## src/rtl/decode_queue_stage.sv

```systemverilog
// decode_queue_stage
// Buffered RV32I decode stage: a DEPTH-entry {inst, pc} FIFO sits between
// fetch and dispatch. The FIFO head is decoded combinationally (p0) and
// captured into a registered bundle (p1) handed to dispatch on a
// valid/ready link. Also provides illegal-instruction detection, rd=x0
// squash, a precomputed pc+imm target, and flush.
module decode_queue_stage #(
    parameter int DEPTH        = 4,
    parameter int PC_W         = 32,
    parameter int REG_W        = 6,
    parameter int TRAP_ILLEGAL = 1
) (
    input  logic              clk_in,
    input  logic              rst_n_in,
    input  logic              rdy_in,
    input  logic              flush_in,
    input  logic              if_valid,
    input  logic [31:0]       if_inst,
    input  logic [PC_W-1:0]   if_pc,
    output logic              if_ready,
    output logic              dec_valid,
    input  logic              dec_ready,
    output logic [5:0]        dec_op,
    output logic [2:0]        dec_type,
    output logic [REG_W-1:0]  dec_rs1,
    output logic [REG_W-1:0]  dec_rs2,
    output logic [REG_W-1:0]  dec_rd,
    output logic [31:0]       dec_imm,
    output logic [PC_W-1:0]   dec_pc,
    output logic [PC_W-1:0]   dec_target,
    output logic              dec_illegal
);

    localparam int PTR_W = (DEPTH > 1) ? $clog2(DEPTH) : 1;
    localparam int CNT_W = PTR_W + 1;

    // Index value meaning "no register": bit 5 set, outside the x0..x31 range
    localparam logic [REG_W-1:0] REG_NULL = REG_W'(32);

    // Bundle format codes
    localparam logic [2:0] T_I     = 3'd1;
    localparam logic [2:0] T_LOAD  = 3'd2;
    localparam logic [2:0] T_S     = 3'd3;
    localparam logic [2:0] T_B     = 3'd4;
    localparam logic [2:0] T_U     = 3'd5;
    localparam logic [2:0] T_J     = 3'd6;
    localparam logic [2:0] T_R     = 3'd7;

    // Operation codes (0 is reserved for illegal / nothing)
    localparam logic [5:0] OP_LUI   = 6'd1;
    localparam logic [5:0] OP_AUIPC = 6'd2;
    localparam logic [5:0] OP_JAL   = 6'd3;
    localparam logic [5:0] OP_JALR  = 6'd4;
    localparam logic [5:0] OP_BEQ   = 6'd5;
    localparam logic [5:0] OP_BNE   = 6'd6;
    localparam logic [5:0] OP_BLT   = 6'd7;
    localparam logic [5:0] OP_BGE   = 6'd8;
    localparam logic [5:0] OP_BLTU  = 6'd9;
    localparam logic [5:0] OP_BGEU  = 6'd10;
    localparam logic [5:0] OP_LB    = 6'd11;
    localparam logic [5:0] OP_LH    = 6'd12;
    localparam logic [5:0] OP_LW    = 6'd13;
    localparam logic [5:0] OP_LBU   = 6'd14;
    localparam logic [5:0] OP_LHU   = 6'd15;
    localparam logic [5:0] OP_SB    = 6'd16;
    localparam logic [5:0] OP_SH    = 6'd17;
    localparam logic [5:0] OP_SW    = 6'd18;
    localparam logic [5:0] OP_ADDI  = 6'd19;
    localparam logic [5:0] OP_SLTI  = 6'd20;
    localparam logic [5:0] OP_SLTIU = 6'd21;
    localparam logic [5:0] OP_XORI  = 6'd22;
    localparam logic [5:0] OP_ORI   = 6'd23;
    localparam logic [5:0] OP_ANDI  = 6'd24;
    localparam logic [5:0] OP_SLLI  = 6'd25;
    localparam logic [5:0] OP_SRLI  = 6'd26;
    localparam logic [5:0] OP_SRAI  = 6'd27;
    localparam logic [5:0] OP_ADD   = 6'd28;
    localparam logic [5:0] OP_SUB   = 6'd29;
    localparam logic [5:0] OP_SLL   = 6'd30;
    localparam logic [5:0] OP_SLT   = 6'd31;
    localparam logic [5:0] OP_SLTU  = 6'd32;
    localparam logic [5:0] OP_XOR   = 6'd33;
    localparam logic [5:0] OP_SRL   = 6'd34;
    localparam logic [5:0] OP_SRA   = 6'd35;
    localparam logic [5:0] OP_OR    = 6'd36;
    localparam logic [5:0] OP_AND   = 6'd37;

    // RV32I major opcodes
    localparam logic [6:0] OPC_LUI    = 7'b0110111;
    localparam logic [6:0] OPC_AUIPC  = 7'b0010111;
    localparam logic [6:0] OPC_JAL    = 7'b1101111;
    localparam logic [6:0] OPC_JALR   = 7'b1100111;
    localparam logic [6:0] OPC_BRANCH = 7'b1100011;
    localparam logic [6:0] OPC_LOAD   = 7'b0000011;
    localparam logic [6:0] OPC_STORE  = 7'b0100011;
    localparam logic [6:0] OPC_OPIMM  = 7'b0010011;
    localparam logic [6:0] OPC_OP     = 7'b0110011;

    localparam logic [6:0] F7_ZERO = 7'b0000000;
    localparam logic [6:0] F7_ALT  = 7'b0100000;

    // Source index: x0 is a real read, so it is kept as index 0
    function automatic logic [REG_W-1:0] src_idx(input logic [4:0] field);
        return REG_W'(field);
    endfunction

    // Destination index: writes to x0 are squashed to "no writeback"
    function automatic logic [REG_W-1:0] dst_idx(input logic [4:0] field);
        return (field == 5'd0) ? REG_NULL : REG_W'(field);
    endfunction

    // FIFO storage and control
    logic [31:0]      r_fifo_inst [DEPTH];
    logic [PC_W-1:0]  r_fifo_pc   [DEPTH];
    logic [PTR_W-1:0] r_wr_ptr;
    logic [PTR_W-1:0] r_rd_ptr;
    logic [CNT_W-1:0] r_count;

    logic w_full;
    logic w_empty;
    logic w_enq;
    logic w_deq;
    logic w_load;
    logic w_drop;
    logic w_out_free;

    // Head fields (p0: decode of FIFO head)
    logic [31:0]      w_head_inst_p0;
    logic [PC_W-1:0]  w_head_pc_p0;
    logic [6:0]       w_opcode_p0;
    logic [2:0]       w_f3_p0;
    logic [6:0]       w_f7_p0;
    logic [4:0]       w_rd_f_p0;
    logic [4:0]       w_rs1_f_p0;
    logic [4:0]       w_rs2_f_p0;
    logic signed [31:0] w_imm_i_p0;
    logic signed [31:0] w_imm_s_p0;
    logic signed [31:0] w_imm_b_p0;
    logic signed [31:0] w_imm_u_p0;
    logic signed [31:0] w_imm_j_p0;
    logic signed [31:0] w_imm_sh_p0;

    logic [5:0]         w_op_p0;
    logic [2:0]         w_type_p0;
    logic [REG_W-1:0]   w_rs1_p0;
    logic [REG_W-1:0]   w_rs2_p0;
    logic [REG_W-1:0]   w_rd_p0;
    logic signed [31:0] w_imm_p0;
    logic               w_illegal_p0;
    logic [PC_W-1:0]    w_target_p0;

    // Registered output bundle (p1)
    logic               r_vld_p1;
    logic [5:0]         r_op_p1;
    logic [2:0]         r_type_p1;
    logic [REG_W-1:0]   r_rs1_p1;
    logic [REG_W-1:0]   r_rs2_p1;
    logic [REG_W-1:0]   r_rd_p1;
    logic signed [31:0] r_imm_p1;
    logic [PC_W-1:0]    r_pc_p1;
    logic [PC_W-1:0]    r_target_p1;
    logic               r_illegal_p1;

    assign w_full   = (r_count == CNT_W'(DEPTH));
    assign w_empty  = (r_count == '0);
    assign if_ready = !w_full && rdy_in && !flush_in;
    assign w_enq    = if_valid && if_ready;

    // An illegal head is discarded rather than presented when trapping is off
    assign w_drop     = w_illegal_p0 && (TRAP_ILLEGAL == 0);
    assign w_out_free = !r_vld_p1 || dec_ready;
    assign w_deq      = rdy_in && !flush_in && !w_empty && (w_out_free || w_drop);
    assign w_load     = w_deq && !w_drop;

    assign w_head_inst_p0 = r_fifo_inst[r_rd_ptr];
    assign w_head_pc_p0   = r_fifo_pc[r_rd_ptr];

    assign w_opcode_p0 = w_head_inst_p0[6:0];
    assign w_rd_f_p0   = w_head_inst_p0[11:7];
    assign w_f3_p0     = w_head_inst_p0[14:12];
    assign w_rs1_f_p0  = w_head_inst_p0[19:15];
    assign w_rs2_f_p0  = w_head_inst_p0[24:20];
    assign w_f7_p0     = w_head_inst_p0[31:25];

    assign w_imm_i_p0  = {{20{w_head_inst_p0[31]}}, w_head_inst_p0[31:20]};
    assign w_imm_s_p0  = {{20{w_head_inst_p0[31]}}, w_head_inst_p0[31:25], w_head_inst_p0[11:7]};
    assign w_imm_b_p0  = {{19{w_head_inst_p0[31]}}, w_head_inst_p0[31], w_head_inst_p0[7],
                          w_head_inst_p0[30:25], w_head_inst_p0[11:8], 1'b0};
    assign w_imm_u_p0  = {w_head_inst_p0[31:12], 12'b0};
    assign w_imm_j_p0  = {{11{w_head_inst_p0[31]}}, w_head_inst_p0[31], w_head_inst_p0[19:12],
                          w_head_inst_p0[20], w_head_inst_p0[30:21], 1'b0};
    assign w_imm_sh_p0 = {27'b0, w_head_inst_p0[24:20]};

    // Signed size cast sign-extends the immediate when PC_W exceeds 32 bits
    assign w_target_p0 = w_head_pc_p0 + PC_W'(w_imm_p0);

    // Combinational RV32I decode of the FIFO head
    always_comb begin
        w_op_p0      = '0;
        w_type_p0    = '0;
        w_rs1_p0     = REG_NULL;
        w_rs2_p0     = REG_NULL;
        w_rd_p0      = REG_NULL;
        w_imm_p0     = '0;
        w_illegal_p0 = 1'b0;
        case (w_opcode_p0)
            OPC_LUI, OPC_AUIPC: begin
                w_op_p0   = (w_opcode_p0 == OPC_LUI) ? OP_LUI : OP_AUIPC;
                w_type_p0 = T_U;
                w_rd_p0   = dst_idx(w_rd_f_p0);
                w_imm_p0  = w_imm_u_p0;
            end
            OPC_JAL: begin
                w_op_p0   = OP_JAL;
                w_type_p0 = T_J;
                w_rd_p0   = dst_idx(w_rd_f_p0);
                w_imm_p0  = w_imm_j_p0;
            end
            OPC_JALR: begin
                w_op_p0      = OP_JALR;
                w_type_p0    = T_I;
                w_rd_p0      = dst_idx(w_rd_f_p0);
                w_rs1_p0     = src_idx(w_rs1_f_p0);
                w_imm_p0     = w_imm_i_p0;
                w_illegal_p0 = (w_f3_p0 != 3'b000);
            end
            OPC_BRANCH: begin
                w_type_p0 = T_B;
                w_rs1_p0  = src_idx(w_rs1_f_p0);
                w_rs2_p0  = src_idx(w_rs2_f_p0);
                w_imm_p0  = w_imm_b_p0;
                case (w_f3_p0)
                    3'b000:  w_op_p0 = OP_BEQ;
                    3'b001:  w_op_p0 = OP_BNE;
                    3'b100:  w_op_p0 = OP_BLT;
                    3'b101:  w_op_p0 = OP_BGE;
                    3'b110:  w_op_p0 = OP_BLTU;
                    3'b111:  w_op_p0 = OP_BGEU;
                    default: w_illegal_p0 = 1'b1;
                endcase
            end
            OPC_LOAD: begin
                w_type_p0 = T_LOAD;
                w_rd_p0   = dst_idx(w_rd_f_p0);
                w_rs1_p0  = src_idx(w_rs1_f_p0);
                w_imm_p0  = w_imm_i_p0;
                case (w_f3_p0)
                    3'b000:  w_op_p0 = OP_LB;
                    3'b001:  w_op_p0 = OP_LH;
                    3'b010:  w_op_p0 = OP_LW;
                    3'b100:  w_op_p0 = OP_LBU;
                    3'b101:  w_op_p0 = OP_LHU;
                    default: w_illegal_p0 = 1'b1;
                endcase
            end
            OPC_STORE: begin
                w_type_p0 = T_S;
                w_rs1_p0  = src_idx(w_rs1_f_p0);
                w_rs2_p0  = src_idx(w_rs2_f_p0);
                w_imm_p0  = w_imm_s_p0;
                case (w_f3_p0)
                    3'b000:  w_op_p0 = OP_SB;
                    3'b001:  w_op_p0 = OP_SH;
                    3'b010:  w_op_p0 = OP_SW;
                    default: w_illegal_p0 = 1'b1;
                endcase
            end
            OPC_OPIMM: begin
                w_type_p0 = T_I;
                w_rd_p0   = dst_idx(w_rd_f_p0);
                w_rs1_p0  = src_idx(w_rs1_f_p0);
                w_imm_p0  = w_imm_i_p0;
                case (w_f3_p0)
                    3'b000: w_op_p0 = OP_ADDI;
                    3'b010: w_op_p0 = OP_SLTI;
                    3'b011: w_op_p0 = OP_SLTIU;
                    3'b100: w_op_p0 = OP_XORI;
                    3'b110: w_op_p0 = OP_ORI;
                    3'b111: w_op_p0 = OP_ANDI;
                    3'b001: begin
                        w_op_p0      = OP_SLLI;
                        w_imm_p0     = w_imm_sh_p0;
                        w_illegal_p0 = (w_f7_p0 != F7_ZERO);
                    end
                    default: begin
                        w_imm_p0 = w_imm_sh_p0;
                        if (w_f7_p0 == F7_ZERO)     w_op_p0 = OP_SRLI;
                        else if (w_f7_p0 == F7_ALT) w_op_p0 = OP_SRAI;
                        else                        w_illegal_p0 = 1'b1;
                    end
                endcase
            end
            OPC_OP: begin
                w_type_p0 = T_R;
                w_rd_p0   = dst_idx(w_rd_f_p0);
                w_rs1_p0  = src_idx(w_rs1_f_p0);
                w_rs2_p0  = src_idx(w_rs2_f_p0);
                case (w_f3_p0)
                    3'b000: begin
                        if (w_f7_p0 == F7_ZERO)     w_op_p0 = OP_ADD;
                        else if (w_f7_p0 == F7_ALT) w_op_p0 = OP_SUB;
                        else                        w_illegal_p0 = 1'b1;
                    end
                    3'b101: begin
                        if (w_f7_p0 == F7_ZERO)     w_op_p0 = OP_SRL;
                        else if (w_f7_p0 == F7_ALT) w_op_p0 = OP_SRA;
                        else                        w_illegal_p0 = 1'b1;
                    end
                    default: begin
                        case (w_f3_p0)
                            3'b001:  w_op_p0 = OP_SLL;
                            3'b010:  w_op_p0 = OP_SLT;
                            3'b011:  w_op_p0 = OP_SLTU;
                            3'b100:  w_op_p0 = OP_XOR;
                            3'b110:  w_op_p0 = OP_OR;
                            default: w_op_p0 = OP_AND;
                        endcase
                        w_illegal_p0 = (w_f7_p0 != F7_ZERO);
                    end
                endcase
            end
            default: w_illegal_p0 = 1'b1;
        endcase
        // Illegal instructions carry no operation and no register usage
        if (w_illegal_p0) begin
            w_op_p0   = '0;
            w_type_p0 = '0;
            w_rs1_p0  = REG_NULL;
            w_rs2_p0  = REG_NULL;
            w_rd_p0   = REG_NULL;
            w_imm_p0  = '0;
        end
    end

    // FIFO pointers and occupancy; flush empties, rdy_in=0 freezes
    always_ff @(posedge clk_in or negedge rst_n_in) begin
        if (!rst_n_in) begin
            r_wr_ptr <= '0;
            r_rd_ptr <= '0;
            r_count  <= '0;
        end else if (rdy_in) begin
            if (flush_in) begin
                r_wr_ptr <= '0;
                r_rd_ptr <= '0;
                r_count  <= '0;
            end else begin
                if (w_enq) r_wr_ptr <= r_wr_ptr + PTR_W'(1);
                if (w_deq) r_rd_ptr <= r_rd_ptr + PTR_W'(1);
                case ({w_enq, w_deq})
                    2'b10:   r_count <= r_count + CNT_W'(1);
                    2'b01:   r_count <= r_count - CNT_W'(1);
                    default: r_count <= r_count;
                endcase
            end
        end
    end

    // FIFO payload write; contents are meaningless outside the occupied window
    always_ff @(posedge clk_in) begin
        if (w_enq) begin
            r_fifo_inst[r_wr_ptr] <= if_inst;
            r_fifo_pc[r_wr_ptr]   <= if_pc;
        end
    end

    // ---- p0 -> p1: capture decoded head into the output bundle ----
    always_ff @(posedge clk_in or negedge rst_n_in) begin
        if (!rst_n_in) begin
            r_vld_p1     <= 1'b0;
            r_op_p1      <= '0;
            r_type_p1    <= '0;
            r_rs1_p1     <= '0;
            r_rs2_p1     <= '0;
            r_rd_p1      <= '0;
            r_imm_p1     <= '0;
            r_pc_p1      <= '0;
            r_target_p1  <= '0;
            r_illegal_p1 <= 1'b0;
        end else if (rdy_in) begin
            if (flush_in) begin
                r_vld_p1 <= 1'b0;
            end else if (w_load) begin
                r_vld_p1     <= 1'b1;
                r_op_p1      <= w_op_p0;
                r_type_p1    <= w_type_p0;
                r_rs1_p1     <= w_rs1_p0;
                r_rs2_p1     <= w_rs2_p0;
                r_rd_p1      <= w_rd_p0;
                r_imm_p1     <= w_imm_p0;
                r_pc_p1      <= w_head_pc_p0;
                r_target_p1  <= w_target_p0;
                r_illegal_p1 <= w_illegal_p0;
            end else if (dec_ready) begin
                r_vld_p1 <= 1'b0;
            end
        end
    end

    assign dec_valid   = r_vld_p1;
    assign dec_op      = r_op_p1;
    assign dec_type    = r_type_p1;
    assign dec_rs1     = r_rs1_p1;
    assign dec_rs2     = r_rs2_p1;
    assign dec_rd      = r_rd_p1;
    assign dec_imm     = r_imm_p1;
    assign dec_pc      = r_pc_p1;
    assign dec_target  = r_target_p1;
    assign dec_illegal = r_illegal_p1;

endmodule

```

## config.mk

```make
export PLATFORM = sky130hd
export DESIGN_NAME = decode_queue_stage
export DESIGN_NICKNAME = d
export VERILOG_FILES = /design/src/rtl/decode_queue_stage.sv
export SDC_FILE = /design/constraint.sdc
export NUM_CORES = 1
export LEC_CHECK = 0
export ABC_CLOCK_PERIOD_IN_PS = 7200
export BUFFER_PORTS_ARGS = -buffer_cell sky130_fd_sc_hd__buf_2
export CORE_MARGIN = 1
export CORE_UTILIZATION = 59
export CTS_BUF_LIST = sky130_fd_sc_hd__clkbuf_16
export DETAILED_ROUTE_END_ITERATION = 8
export PLACE_DENSITY = 0.82
export SYNTH_ARGS = -nofsm -noshare
export SYNTH_HDL_FRONTEND = slang
export SYNTH_SLANG_ARGS = --single-unit
```

## constraint.sdc

```tcl
create_clock -name clk_in -period 7.2 [get_ports clk_in]
set_clock_uncertainty 0.2 [all_clocks]
set_input_delay 0 -clock clk_in [delete_from_list [all_inputs] [get_ports clk_in]]
set_output_delay 0 -clock clk_in [all_outputs]
set_load 0.1 [all_outputs]
```

==> results of run 1 <==
-- flip-flops by register name, summed over array words and instances (netlist names), 32 cells and up --
register / flops
dec_pc: 32
r_fifo_inst: 128
r_fifo_pc: 128
dec_imm: 32
dec_target: 32
-- cell usage in the layout (no fill, tap or decap), types with 40 or more instances in the layout --
cell             n
o21ai_0         56
nor2_1          40
edfxtp_1       256
buf_2          194
nand2_1        253
dlygate4sd3_1   72
a21oi_1         44
dfrtp_1        130
mux4_2          64
clkbuf_16       42
-- layer usage --
layer	up-vias	part of all wire, %
met1	5805	41
met3	85	8.1
met4	0	2.5
met2	529	48
met5	-	0
li1	5158	-
-- path summary, 6_finish.rpt --
check | to | slack, ns | startpoint | depth (start not counted)
max | dec_target[30] | 1.04 | r_rd_ptr[0] | 18
min | r_fifo_pc[0][26] | 0.01 | if_pc[26] | 2
max reg2reg | dec_target[30] | 1.04 | r_rd_ptr[0] | 18
min reg2reg | dec_pc[16] | 0.27 | dec_pc[16] | 2
max in group asynchronous | r_rd_ptr[0] | 5.50 | rst_n_in | 4
min in group asynchronous | dec_pc[20] | 0.37 | rst_n_in | 4
-- final cells by class --
type                            instances  area (um2)  area share, %
Timing Repair Buffer                  283        1840           9.06
Inverter                               25        93.8          0.462
Tap cell                              378         473           2.33
Multi-Input combinational cell        761        5670           27.9
Sequential cell                       388       11000           54.1
Clock buffer                           42        1050           5.17
Clock inverter                         32         204           1.00
-- power by group through the flow --
stage,clock network [mW],registers (mW),logic (mW)
floorplan,0,4.11,1.42
global placement,0,2.91,3.32
detailed placement,0,2.92,3.35
CTS,1.99,2.89,3.40
global route,2.08,2.92,3.60
finish,1.97,2.89,3.42
-- metrics by stage --
stage	setup WS, ns	instances	total power, mW	hold WS (ns)
6_report	1.04	1909	8.28	0.0110
5_1_grt	0.571	1909	8.59	0.0179
4_1_cts	1.06	1909	8.28	0.00160
3_5_place_dp	1.15	1762	6.27	-0.156
3_3_place_gp	1.29	1762	6.23	-0.160
2_1_floorplan	2.08	1234	5.53	-0.496
-- worst max-delay path, delay by kind of cell (launching register included) --
kind	cells	cell delay, ns
AO/OA/AOI/OAI	11	2.82
adder cells (fa/ha/maj)	2	0.62
buffers and inverters	1	0.27
flip-flops	1	0.74
multiplexers	1	0.73
AND/OR/NAND/NOR	3	0.64
-- logic make-up after synthesis --
logic type               Yosys count  share of synthesized area [%]
buffers and inverters             85                           2.15
adder cells (fa/ha/maj)           37                           2.81
XOR/XNOR                          30                           1.54
AO/OA/AOI/OAI                    242                           9.86
multiplexers                      77                           9.30
flip-flops                       388                           64.6
AND/OR/NAND/NOR                  375                           9.72
-- repair_timing --
action	4_1_cts	5_1_grt
hold endpoints to repair	335	0
setup buffers	0	0
hold buffers	73	0
==> metrics.cfg, run 1 <==
[critical_path]
cpMaxStageDelayCell = dfrtp_4
path_cells = mux4_2 > nand3b_1 > a2111o_1 > o211a_1 > nand3_2 > buf_4 > nor2_1 > ha_1 > fa_1 > a21o_1 > a21oi_1 > o31ai_1 > o21a_1 > o41ai_2 > o31ai_1 > o311ai_1 > a21oi_1 > o31ai_1
crit_path_start_kind = flop
crit_fanout = 27
path_class = flop to flop
crit_path_end_kind = flop
slowest_delay_ns = 0.74
crit_required_ns = 7.43
worst-endpoint-arrival_ns = 6.40
cp_common_cell = o31ai_1

[placed_design]
port-buffer-count = 195
dpl.hpwl_um = 28500
placed_area_um2 = 18300
place_congestion = 0.936

[cts]
clk_path_buf_depth = 3
cts-root-buf = clkbuf_16
cts_buffers = 40
clk_pin_slew_ns = 0.06
worstSkewPairLatency_ns = 0.54
cts_tree = done
h-tree-depth = 2
cts.repair.resized = 0
cts.sinks = 388

[sta]
min_period_ns = 6.16
rsz0062_at_grt = no
setup_violations = 0
period_share_pct = 85.6
drv_slew = 0
worst_slew_pin_slew_ns = 1.28
slew_headroom_pct = 14.0
report.final.hold_viol_count = 0
fmax_ghz = 0.162
setup-tns-final_ns = 0

[grt]
busiest_layer = met2
grt_use_met2_pct = 49.3
grt_util_met3_pct = 5.78
grt_use_met1_pct = 42.8
grt.overflow.total = 0
grt_pass1_vias = 11600
antenna_found_initial = 0
grt_max_degree = 104
grt_pass1_wl_um = 66200
gr-usage-all-layers_pct = 30.5

[final_layout]
syn2layout_area_growth_pct = 19.5
finish.utilization_pct = 72.4
diodes = 0
drive_gt1_share_pct = 24.9
post-route-cell-area_um2 = 20300
fillers = 1855
nets = 1606

[die]
die_h_um = 172
start_util_pct = 60.6
die_w_um = 172
rows = 61
core_um2 = 28100
die-area_um2 = 29500
io_pins = 196

[synthesis]
yosysTopAreaCell = edfxtp_1
synth_area_leaders = edfxtp_1 45%, dfrtp_1 19%, mux4_2 8.5%
ys_ff_latch = 388
synth_common_cells = 256 x edfxtp_1, 253 x nand2_1, 132 x dfrtp_1
ys_seq_area_share_pct = 64.6
synth_top_area_share_pct = 45.2
async_flop_share_pct = 34.0
postSynthAreaPerCell_um2 = 13.8
syn_area_um2 = 17000
yosysUniqueCellTypes = 79
synth-edff-count = 256
synth_ff_type = edfxtp_1
netlist_instances = 1234
yosysMostFrequentCell = edfxtp_1
yosysWarnings = 0
syn-num-nets = 1341

[job]
drv_cap = 0

[routing]
routed_via_density = 6.06
drt_wl_total_um = 43500
drc = 0
drt_iter0_markers = 1380
drt.antenna.violating_nets = 0
post_drt_wl_per_cell_um = 22.8
drt_first_pass_iters = 6
vias = 11600

[power]
p_int_mw = 4.63
ir_drop_uv = 415
p_sw_share_pct = 44.0
powerDensity_nw_per_um2 = 407
power_leakage_nw = 8.22
seq_power_share_pct = 34.9
p_comb_share_pct = 41.3
clkPwrFrac_pct = 23.8
switching_power_mw = 3.64

[outcome]
status = finished clean

[hold_path]
hp-class = primary input to flop

No activity file was read; power rests on OpenSTA's default activity.
==> run 2: changes to the inputs <==
--- a/config.mk
+++ b/config.mk
@@ -8,10 +8,11 @@
 export ABC_CLOCK_PERIOD_IN_PS = 7200
 export BUFFER_PORTS_ARGS = -buffer_cell sky130_fd_sc_hd__buf_2
 export CORE_MARGIN = 1
-export CORE_UTILIZATION = 59
+export CORE_UTILIZATION = 55
 export CTS_BUF_LIST = sky130_fd_sc_hd__clkbuf_16
 export DETAILED_ROUTE_END_ITERATION = 8
-export PLACE_DENSITY = 0.82
+export PLACE_DENSITY = 0.78
+export SKIP_CTS_REPAIR_TIMING = 1
 export SYNTH_ARGS = -nofsm -noshare
 export SYNTH_HDL_FRONTEND = slang
 export SYNTH_SLANG_ARGS = --single-unit
==> constraint.sdc (replaced) <==
create_clock -name clk_in -period 7.2 [get_ports clk_in]
set_clock_uncertainty 0.2 [all_clocks]
set_input_delay 0 -clock clk_in [delete_from_list [all_inputs] [get_ports clk_in]]
set_output_delay 0 -clock clk_in [all_outputs]
set_load 0.01 [all_outputs]
==> run 2 against run 1 <==
  * Clock-buffer cell count fell by 1
  * Combinational power fell by 37%
  * Via count fell by 0.63%
  * Clock power rose by 8%
  * Worst hold slack got worse by 0.011 ns
  * Sequential cell count did not move
  * Die area rose by 7.2%
  * Cell count rose by 1.2%
  * Worst setup slack got worse by 0.25 ns
  * Critical path type unchanged
  * Largest cell class unchanged
==> metrics.cfg, run 2 (synthesis gave the netlist of run 1 again) <==
[sta]
worst_slew_pin_slew_ns = 1.22  ; -0.0665 ns
fmax_ghz = 0.156  ; -3.9%
report.final.hold_viol_count = 0  ; unchanged
min_period_ns = 6.42  ; +0.252 ns
setup_violations = 0  ; unchanged
slew_headroom_pct = 18.4  ; +4.5 points
setup-tns-final_ns = 0  ; unchanged
period_share_pct = 89.1  ; +3.5 points
drv_slew = 0  ; unchanged
final.setup.worst_slack_ns = 0.783  ; -0.252 ns
rsz0062_at_grt = no

[die]
die_h_um = 178  ; +3.5%
core_um2 = 30500  ; +8.6%
rows = 64  ; +4.9%
die-area_um2 = 31600  ; +7.2%
start_util_pct = 55.7  ; -4.8 points
io_pins = 196  ; unchanged
die_w_um = 178  ; +3.5%

[cts]
cts_tree = done
h-tree-depth = 2  ; unchanged
cts.sinks = 388  ; unchanged
cts-root-buf = clkbuf_16
clk_pin_slew_ns = 0.06  ; about the same
clk_path_buf_depth = 3  ; unchanged
worstSkewPairLatency_ns = 0.54  ; about the same
cts_buffers = 41  ; +2.5%

[final_layout]
final_common_cell = edfxtp_1
reg.largest.list = r_fifo_inst (128), r_fifo_pc (128)
fillers = 2115  ; +14%
final_cell_mix = 256 x edfxtp_1, 253 x nand2_1, 194 x buf_2
diodes = 0  ; unchanged
nets = 1609  ; +0.19%
syn2layout_area_growth_pct = 20.5
drive_gt1_share_pct = 25.2  ; +0.33 points
post-route-cell-area_um2 = 20500  ; +0.79%

[critical_path]
path_class = flop to flop
crit_required_ns = 7.44  ; about the same
crit_fanout = 39  ; +44%
crit_path_end_kind = flop
worst-endpoint-arrival_ns = 6.65  ; +0.25 ns
reg2regPathDepth = 18  ; unchanged
crit_path_start_kind = flop

[grt]
grt.overflow.total = 0  ; unchanged
antenna_found_initial = 0  ; unchanged
grt_pass1_vias = 11000  ; -5.3%
gr-usage-all-layers_pct = 27.8  ; -2.7 points
grt_pass1_wl_um = 64800  ; -2.2%
grt_max_degree = 108  ; +3.8%

[outcome]
status = finished clean

[routing]
post_drt_wl_per_cell_um = 22.7  ; -0.19%
drt.antenna.violating_nets = 0  ; unchanged
drt_iter0_markers = 1205  ; -13%
drt_first_pass_iters = 5  ; -1
drt_wl_total_um = 43900  ; +0.96%
routed_via_density = 5.96  ; -1.8%
drc = 0  ; unchanged
vias = 11500  ; -0.63%

[hold_path]
hold-path-cell-count = 2  ; unchanged
hp-class = primary input to flop

[placed_design]
port-buffer-count = 195  ; unchanged
placed_area_um2 = 18400  ; +0.12%
dpl.hpwl_um = 28900  ; +1.3%
place_congestion = 0.881  ; -5.9%
place_ws_ns = 0.805  ; -0.345 ns

[power]
ir_drop_uv = 310  ; -25%
powerDensity_nw_per_um2 = 352  ; -13%
power_leakage_nw = 8.26  ; +0.55%

[job]
drv_cap = 0  ; unchanged

run 2: cell count changes in the layout (fill, tap and decap cells not counted):
cell and change:
bufinv_16 +4, inv_1 -4, clkinv_8 +2, dlygate4sd3_1 +2
clkbuf_16 -1, clkinv_2 +1, clkinv_4 +1, clkinvlp_4 +1
inv_4 -1, inv_6 -1
run 2: final cells by class:
cell class,instances,area (um2),area share (%)
Clock buffer,41,1030,5.01
Clock inverter,35,348,1.70
Inverter,25,93.8,0.458
Multi-Input combinational cell,761,5670,27.7
Sequential cell,388,11000,53.7
Tap cell,396,495,2.42
Timing Repair Buffer,285,1860,9.09
run 2: through the flow:
step | util (%) | total power [mW] | hold WS, ns | instances
detailed placement | 60.2 | 5.06 | -0.133 | 1780
global route | 67.2 | 7.55 | 0.00851 | 1931
global placement | 60.2 | 5.02 | -0.160 | 1780
floorplan | - | 4.31 | -0.496 | 1234
CTS | 64.7 | 7.19 | -0.694 | 1856
finish | 67.2 | 7.22 | 0.000476 | 1931
run 2: worst max-delay path, stage by stage, from the launching register on:
cell	delay (ns)
dfrtp_4	0.95
mux4_2	0.85
or3_1	0.45
o211a_1	0.12
o2111ai_1	0.20
nand3_2	0.39
buf_4	0.33
nor2_2	0.21
and2_1	0.20
ha_1	0.31
nand3_1	0.17
o221a_2	0.20
o31ai_1	0.11
o21a_1	0.22
o41ai_2	0.53
o31ai_1	0.18
o311ai_1	0.29
a21oi_1	0.11
o31ai_1	0.22
run 2: final timing paths:
| kind | from | slack [ns] | endpoint |
|---|---|---|---|
| min in group asynchronous | rst_n_in | 0.38 | dec_pc[18] |
| worst min-delay path | if_pc[7] | 0.0005 | r_fifo_pc[3][7] |
| worst max register to register | r_rd_ptr[0] | 0.78 | dec_target[30] |
| max in group asynchronous | rst_n_in | 5.60 | dec_pc[31] |
| worst max-delay path | r_rd_ptr[0] | 0.78 | dec_target[30] |
| worst min register to register | dec_pc[18] | 0.27 | dec_pc[18] |
run 2: layer usage:
metal  track usage [%]  vias up  wire [um]
li1                  -     5164          -
met4              9.40        0       1220
met2              43.7      546      21000
met3              5.48       80       3560
met1              38.9     5714      18100
met5                 0        -          0
run 2: where the power goes:
group	switching, mW	internal [mW]	total (mW)
clock network	0.867	1.26	2.13
registers	0.258	2.66	2.92
logic	1.32	0.853	2.17
==> run 3: changes to the inputs <==
--- a/config.mk
+++ b/config.mk
@@ -12,6 +12,7 @@
 export CTS_BUF_LIST = sky130_fd_sc_hd__clkbuf_16
 export DETAILED_ROUTE_END_ITERATION = 8
 export PLACE_DENSITY = 0.78
+export RECOVER_POWER = 100
 export SKIP_CTS_REPAIR_TIMING = 1
 export SYNTH_ARGS = -nofsm -noshare
 export SYNTH_HDL_FRONTEND = slang
==> run 3 against run 2 <==
  * The run now ends with capacitance limit, slew limit left
  * Worst setup slack worse by 0.13 ns
  * Largest power group unchanged
  * Utilization down 1.2 points
  * Critical endpoint unchanged
  * Critical path depth stayed put
  * Sequential power is essentially flat
  * Critical path type unchanged
==> metrics.cfg, run 3 (synthesis gave the netlist of run 1 again) <==
[sta]
whs_ns = 0.0565  ; +0.0561 ns
period_share_pct = 91.0  ; +1.9 points
min_period_ns = 6.55  ; +0.134 ns
setup_violations = 0  ; unchanged
setup-tns-final_ns = 0  ; unchanged
slew_headroom_pct = -198  ; -220 points
report.final.hold_viol_count = 0  ; unchanged
drv_slew = 463  ; +463
fmax_ghz = 0.153  ; -2.0%
worst_slew_pin_slew_ns = 4.46  ; +3.25 ns
rsz0062_at_grt = no

[placed_design]
dpl.hpwl_um = 28900  ; unchanged
port-buffer-count = 195  ; unchanged
place_congestion = 0.881  ; unchanged
placed_area_um2 = 18400  ; unchanged
dp_cells = 1780  ; unchanged

[routing]
post_drt_wl_per_cell_um = 22.8  ; about the same
drt_iter0_markers = 1116  ; -7.4%
drt_first_pass_iters = 6  ; +1
routed_via_density = 5.96  ; about the same
drt_wl_total_um = 44000  ; about the same
drt.antenna.violating_nets = 0  ; unchanged
drc = 0  ; unchanged
vias = 11500  ; +0.096%

[critical_path]
path_class = flop to flop
worst-path-stages = 18  ; unchanged
endpoint = dec_target[30]
r2r_slack_ns = 0.65  ; -0.13 ns
crit_family = compound AO/OA/AOI/OAI gates
path_cells = mux4_2 > or3_1 > o211a_1 > o2111ai_1 > nand3_2 > clkbuf_1 > nor2_1 > and2_0 > ha_1 > nand3_1 > o221a_2 > o31ai_1 > o21a_1 > o41ai_2 > o31ai_1 > o311ai_1 > a21oi_1 > o31ai_1
crit_buf_inv = 1  ; unchanged
crit_fanout = 39  ; unchanged
cpMaxStageDelayCell = dfrtp_4
slowest_delay_ns = 0.95  ; about the same
startpoint = r_rd_ptr[0]
worst-endpoint-arrival_ns = 6.79  ; +0.14 ns
crit_path_end_kind = flop
crit_required_ns = 7.43  ; about the same
r2r_end = dec_target[30]
cp_common_cell = o31ai_1
reg2regPathDepth = 18  ; unchanged
crit_path_start_kind = flop
r2r_start = r_rd_ptr[0]

[power]
power_leakage_nw = 7.56  ; -8.5%
powerDensity_nw_per_um2 = 356  ; +1.1%
ir_drop_uv = 307  ; -0.82%
total_power_mw = 7.16  ; -0.76%

[die]
die_w_um = 178  ; unchanged
io_pins = 196  ; unchanged
rows = 64  ; unchanged
die-area_um2 = 31600  ; unchanged
core_um2 = 30500  ; unchanged
die_h_um = 178  ; unchanged
start_util_pct = 55.7  ; unchanged

[cts]
clk_path_buf_depth = 3  ; unchanged
clk_pin_slew_ns = 0.06  ; about the same
worstSkewPairLatency_ns = 0.54  ; about the same
h-tree-depth = 2  ; unchanged
cts-root-buf = clkbuf_16
cts_tree = done
cts_buffers = 41  ; unchanged
cts.sinks = 388  ; unchanged

[final_layout]
final_cell_mix = 256 x edfxtp_1, 253 x nand2_1, 199 x clkbuf_1
fillers = 2241  ; +6.0%
reg.largest.list = r_fifo_inst (128), r_fifo_pc (128)
final_common_cell = edfxtp_1
nets = 1609  ; unchanged
syn2layout_area_growth_pct = 18.3
post-route-cell-area_um2 = 20100  ; -1.8%
diodes = 0  ; unchanged
finalNonFillerCells = 1931  ; unchanged
drive_gt1_share_pct = 11.5  ; -14 points

[grt]
grt_pass1_wl_um = 64800  ; unchanged
antenna_found_initial = 0  ; unchanged
grt.overflow.total = 0  ; unchanged
grt_max_degree = 108  ; unchanged
gr-usage-all-layers_pct = 27.8  ; unchanged
grt_pass1_vias = 11000  ; unchanged

[outcome]
failed_checks = capacitance limit, slew limit
status = finished, violations left

[job]
drv_cap = 9  ; +9

[hold_path]
hp-class = primary input to flop

-- run 3: cell types whose count changed in the layout (fill, tap and decap cells not counted), moves of 3 or more --
cell	previous run	this run
a21oi_1	44	49
a21oi_2	19	14
and2_0	0	3
and2_1	13	10
buf_2	194	4
buf_4	15	8
clkbuf_1	0	199
-- run 3: report_power, final --
group	leakage, nW	switching [mW]	internal (mW)
Sequential	4.02	0.261	2.67
Combinational	2.84	1.31	0.793
Clock	0.696	0.865	1.26
-- run 3: worst min path at each step --
stage | slack [ns] | from | to | depth (start not counted)
3_5_place_dp | -0.13 | rst_n_in | dec_pc[17] | 1
3_3_place_gp | -0.16 | rst_n_in | dec_pc[17] | 1
6_report | 0.06 | if_pc[9] | r_fifo_pc[2][9] | 2
2_1_floorplan | -0.50 | rst_n_in | dec_illegal | 0
4_1_cts | -0.69 | rst_n_in | dec_pc[17] | 1
5_1_grt | 0.07 | if_pc[12] | r_fifo_pc[2][12] | 2
-- run 3: metrics by stage --
stage / utilization (%) / setup slack [ns]
after floorplan: - / 2.08
after global placement: 60.2 / 0.945
after detailed placement: 60.2 / 0.805
after CTS: 64.7 / 0.798
after global routing: 66.0 / 0.205
final: 66.0 / 0.649
-- run 3: worst register-to-register path, stage by stage, from the launching register on --
cell and delay [ns]:
dfrtp_4 0.95, mux4_2 0.89, or3_1 0.46, o211a_1 0.12, o2111ai_1 0.20, nand3_2 0.33, clkbuf_1 0.34, nor2_1 0.33
and2_0 0.25, ha_1 0.32, nand3_1 0.18, o221a_2 0.20, o31ai_1 0.11, o21a_1 0.22, o41ai_2 0.53, o31ai_1 0.18
o311ai_1 0.29, a21oi_1 0.12, o31ai_1 0.22
-- run 3: routing by layer --
metal,vias to the layer above,part of all wire (%),track usage [%]
li1,5165,-,-
met1,5758,41,38.9
met2,514,48,43.7
met3,78,8.0,5.48
met4,0,2.9,9.40
met5,-,0,0
-- run 3: final cells by class --
type / instances / area (um2) / area share, %
clock buffer: 41 / 1030 / 5.10
multi-input combinational: 761 / 5600 / 27.8
sequential: 388 / 11000 / 54.6
clock inverter: 35 / 348 / 1.73
tap: 396 / 495 / 2.46
inverter: 25 / 93.8 / 0.466
timing repair buffer: 285 / 1570 / 7.79
